[src/rtl/cfg_loader.sv]
// Streams 4*BLOCKS config bytes into per-block field strobes, then checks an XOR checksum byte.
// Strobes trail byte acceptance by one cycle; load_ready drops outside a frame and whenever abort is high.
module cfg_loader #(
   parameter int BLOCKS = 8
) (
   input  logic       clk,
   input  logic       rst,
   input  logic       start,
   input  logic       abort,
   input  logic [7:0] load_data,
   input  logic       load_valid,
   output logic       load_ready,
   output logic [7:0] cfg_in,
   output logic [2:0] cfg_addr,
   output logic       set_x,
   output logic       set_y,
   output logic       set_ab,
   output logic       set_cx,
   output logic       busy,
   output logic       done,
   output logic       error
);

   localparam logic [1:0] IDLE  = 2'd0;
   localparam logic [1:0] LOAD  = 2'd1;
   localparam logic [1:0] CHECK = 2'd2;
   localparam logic [1:0] DONE  = 2'd3;

   localparam logic [2:0] LAST_BLK = 3'(BLOCKS - 1);

   logic [1:0] state;
   logic [2:0] blk_cnt;
   logic [1:0] fld_cnt;
   logic [7:0] acc;
   logic       accept;
   logic       last_byte;

   assign busy       = (state == LOAD) || (state == CHECK);
   assign done       = (state == DONE);
   assign load_ready = busy && !abort;
   assign accept     = load_valid && load_ready;
   assign last_byte  = (fld_cnt == 2'd3) && (blk_cnt == LAST_BLK);

   always_ff @(posedge clk or posedge rst) begin
      if (rst) begin
         state    <= IDLE;
         blk_cnt  <= 3'd0;
         fld_cnt  <= 2'd0;
         acc      <= 8'd0;
         cfg_in   <= 8'd0;
         cfg_addr <= 3'd0;
         set_x    <= 1'b0;
         set_y    <= 1'b0;
         set_ab   <= 1'b0;
         set_cx   <= 1'b0;
         error    <= 1'b0;
      end else begin
         set_x  <= 1'b0;
         set_y  <= 1'b0;
         set_ab <= 1'b0;
         set_cx <= 1'b0;

         // abort outranks every other input, including start in IDLE/DONE
         if (abort) begin
            state <= IDLE;
            error <= 1'b0;
         end else begin
            case (state)
               IDLE, DONE: begin
                  if (start) begin
                     state   <= LOAD;
                     blk_cnt <= 3'd0;
                     fld_cnt <= 2'd0;
                     acc     <= 8'd0;
                     error   <= 1'b0;
                  end
               end

               LOAD: begin
                  if (accept) begin
                     cfg_in   <= load_data;
                     cfg_addr <= blk_cnt;
                     acc      <= acc ^ load_data;
                     case (fld_cnt)
                        2'd0:    set_x  <= 1'b1;
                        2'd1:    set_y  <= 1'b1;
                        2'd2:    set_ab <= 1'b1;
                        default: set_cx <= 1'b1;
                     endcase
                     fld_cnt <= fld_cnt + 2'd1;
                     if (fld_cnt == 2'd3) begin
                        blk_cnt <= (blk_cnt == LAST_BLK) ? 3'd0 : blk_cnt + 3'd1;
                     end
                     if (last_byte) begin
                        state <= CHECK;
                     end
                  end
               end

               default: begin
                  // CHECK: the checksum byte never reaches the fabric
                  if (accept) begin
                     error <= (load_data != acc);
                     state <= DONE;
                  end
               end
            endcase
         end
      end
   end

endmodule

[config.mk]
export PLATFORM = sky130hd
export DESIGN_NAME = cfg_loader
export DESIGN_NICKNAME = d
export VERILOG_FILES = /design/src/rtl/cfg_loader.sv
export SDC_FILE = /design/constraint.sdc
export NUM_CORES = 1
export LEC_CHECK = 0
export CORE_MARGIN = 2
export CORE_UTILIZATION = 54
export DETAILED_ROUTE_END_ITERATION = 8
export PLACE_DENSITY = 0.81
export SYNTH_ARGS = -nofsm -noshare
export SYNTH_HDL_FRONTEND = slang
export SYNTH_SLANG_ARGS = --single-unit
export TNS_END_PERCENT = 100
[constraint.sdc]
create_clock -name clk -period 3.6 [get_ports clk]
set_input_delay 0.54 -clock clk [delete_from_list [all_inputs] [get_ports clk]]
set_output_delay 0.54 -clock clk [all_outputs]
set_load 0.01 [all_outputs]
==> results.json <==
{
  "cts_setup_buffers": 0,
  "port_buffers": 31,
  "clk_path_buf_depth": 2,
  "yosys.area.top_type": "dfrtp_1",
  "dieWidth_um": 57.4,
  "status": "finished clean",
  "rsz0062_at_grt": "no",
  "worstHoldPathType": "flip-flop to flip-flop",
  "hpwl_mm": 2.18,
  "worst_skew_pair.late_latency_ns": 0.34,
  "crit_path_end_kind": "primary output",
  "grt_first_pass_wirelength_mm": 5.37,
  "setup_viol": 0,
  "finalCriticalPeriod_ns": 2.31,
  "instances_no_fill": 210,
  "start_util_pct": 56.2,
  "cts_resized": 0,
  "cts.clk_slew.worst_paths_ns": 0.10,
  "required_ns": 3.06,
  "power_density_mw_per_mm2": 664,
  "syn_to_final_growth_pct": 26.9,
  "grt_pass1_vias": 1165,
  "fmax_mhz": 433,
  "gr-usage-met1_pct": 27.7,
  "grt_most_used_layer": "met2",
  "synth_top_area_share_pct": 50.4,
  "globalRouteOverflowTotal": 0,
  "min_from": "cfg_addr[0]",
  "crit_top_cell": "clkdlybuf4s50_1",
  "ys_ff_latch": 31,
  "synth_cells": 144,
  "drcViolationCount": 0,
  "r2r_start": "state[1]",
  "grtUsageMet2_pct": 33.6,
  "hold_buffers": 0,
  "crit_type": "primary input to primary output",
  "syn-num-nets": 165,
  "htree_num_levels": 2,
  "most-common-layout-cells": "31 x dfrtp_1, 31 x clkdlybuf4s50_1, 17 x o21ai_1",
  "cts_made_buffers": 5,
  "grt_use_met3_pct": 7.26,
  "dpl.cell_count": 202,
  "first_pass_iters": 4,
  "seq_area_frac_synth_pct": 50.4,
  "num_vias": 1180,
  "ios": 32,
  "avgSynthCellArea_um2": 10.7,
  "hold_violations": 0,
  "worst_path_max_delay_cell": "clkdlybuf4s50_1",
  "worstPathCellList": "clkdlybuf4s50_1 -> nor2_1 -> clkdlybuf4s50_1",
  "drive_gt1_share_pct": 7.82,
  "fp.dieArea_mm2": 0.00329,
  "startpoint_type": "primary input",
  "nets": 199,
  "wl_per_cell_um": 14.7,
  "synth_area_leaders": "dfrtp_1 50%, mux2_1 6.6%, ha_1 6.5%, o21ai_1 5.5%, a22o_1 4.0%",
  "postRouteAntennaNets": 0,
  "maxSlewViolCount": 0,
  "drtIter0Drc": 57,
  "leakagePower_nw": 0.912,
  "synth.distinct_cells": 30,
  "startpoint": "abort",
  "vdd_drop_max_mv": 0.525,
  "setup_slack_ns": 1.29,
  "gp_congestion": 0.711,
  "rows": 19,
  "synth_area_mm2": 0.00154,
  "viasPerCell": 5.62,
  "slew_headroom_pct": 42.4,
  "dp_slack_ns": 1.26,
  "tightest_slew_ns": 0.862,
  "fp.coreArea_mm2": 0.00273,
  "crit_fanout": 9,
  "ctsRootBufferMaster": "clkbuf_4",
  "fp.dieH_um": 57.4,
  "period_share_pct": 64.2,
  "cts_tree": "built",
  "fin_worst_skew_ns": 0.00682,
  "grt_max_degree": 24,
  "hold_slack_ns": 0.494,
  "antenna_cells": 0,
  "clock-sinks": 31,
  "cp_slowest_stage_delay_ns": 0.54,
  "yosysWarnings": 0,
  "fin_tns_setup_ns": 0,
  "critPathArrivalTime_ns": 1.77,
  "drv_cap": 0,
  "drt_wl_total_mm": 3.09,
  "antenna_found_initial": 0,
  "groute.usage.overall_pct": 21.8
}
==> layer usage <==
| metal | share of wire, % | routed length, um |
|---|---|---|
| met3 | 5.2 | 162 |
| met2 | 49 | 1520 |
| met4 | 1.8 | 55 |
| met1 | 44 | 1350 |
| met5 | 0 | 0 |
==> synth_stat cells (all sizes together) <==
cell type and count:
a21oi 1, inv 9, o22ai 1, dfrtp 31, nand2b 9, a22o 7, xnor2 4, o21ai 17
mux2 9, o31ai 1, nor2b 7, nand3 3, a21o 1, nand2 13, nand3b 4, or2 1
nor2 6, nor4 1, o41ai 1, ha 8, or3b 1, and2 3, clkbuf 1, nand4 1
buf 4
==> report_power, final <==
group | internal, mW | switching [mW] | leakage, nW
Combinational | 0.257 | 0.236 | 0.450
Clock | 0.164 | 0.123 | 0.0482
Sequential | 0.445 | 0.0706 | 0.414
Total | 0.866 | 0.430 | 0.912
==> layout make-up <==
type	instances	area, um^2
timing repair buffer	32	318
multi-input combinational	99	698
sequential	31	776
clock inverter	2	35.0
inverter	9	33.8
fill	201	783
clock buffer	6	51.3
tap	31	38.8
==> final timing paths <==
check	endpoint	slack, ns	cells past startpoint
max in group asynchronous	state[0]	2.29	3
min in group asynchronous	acc[6]	0.67	2
max reg2reg	cfg_in[3]	1.32	5
min	cfg_addr[0]	0.49	1
min reg2reg	cfg_addr[0]	0.49	1
max	load_ready	1.29	3
==> critical path: cells and delay by family <==
family                 cells  cell delay, ns
buffers and inverters      2            1.08
AND/OR/NAND/NOR            1            0.15
==> through the flow <==
step / cell area, um^2 / power (mW) / util [%]
5_1_grt: 1950 / 1.39 / 71.4
2_1_floorplan: 1540 / 0.815 / -
3_3_place_gp: 1860 / 0.989 / 68.2
4_1_cts: 1950 / 1.31 / 71.4
6_report: 1950 / 1.30 / 71.4
3_5_place_dp: 1860 / 1.01 / 68.2
==> cells by family after synthesis <==
kind of cell               share of synthesized area, %
and+or+nand+nor                                    17.9
DFF                                                50.4
AOI/OAI and AO/OA                                  12.1
buffers and inverters                              4.15
muxes                                              6.59
adders and majority gates                          6.51
xor gates and xnor gates                           2.28
==> state kept, by name (all words and copies together) (netlist names) <==
signal / cells
fld_cnt: 2
set_ab: 1
error: 1
cfg_addr: 3
acc: 8
cfg_in: 8
state: 2
set_x: 1
set_cx: 1
blk_cnt: 3
set_y: 1
No activity file was read; power rests on OpenSTA's default activity.
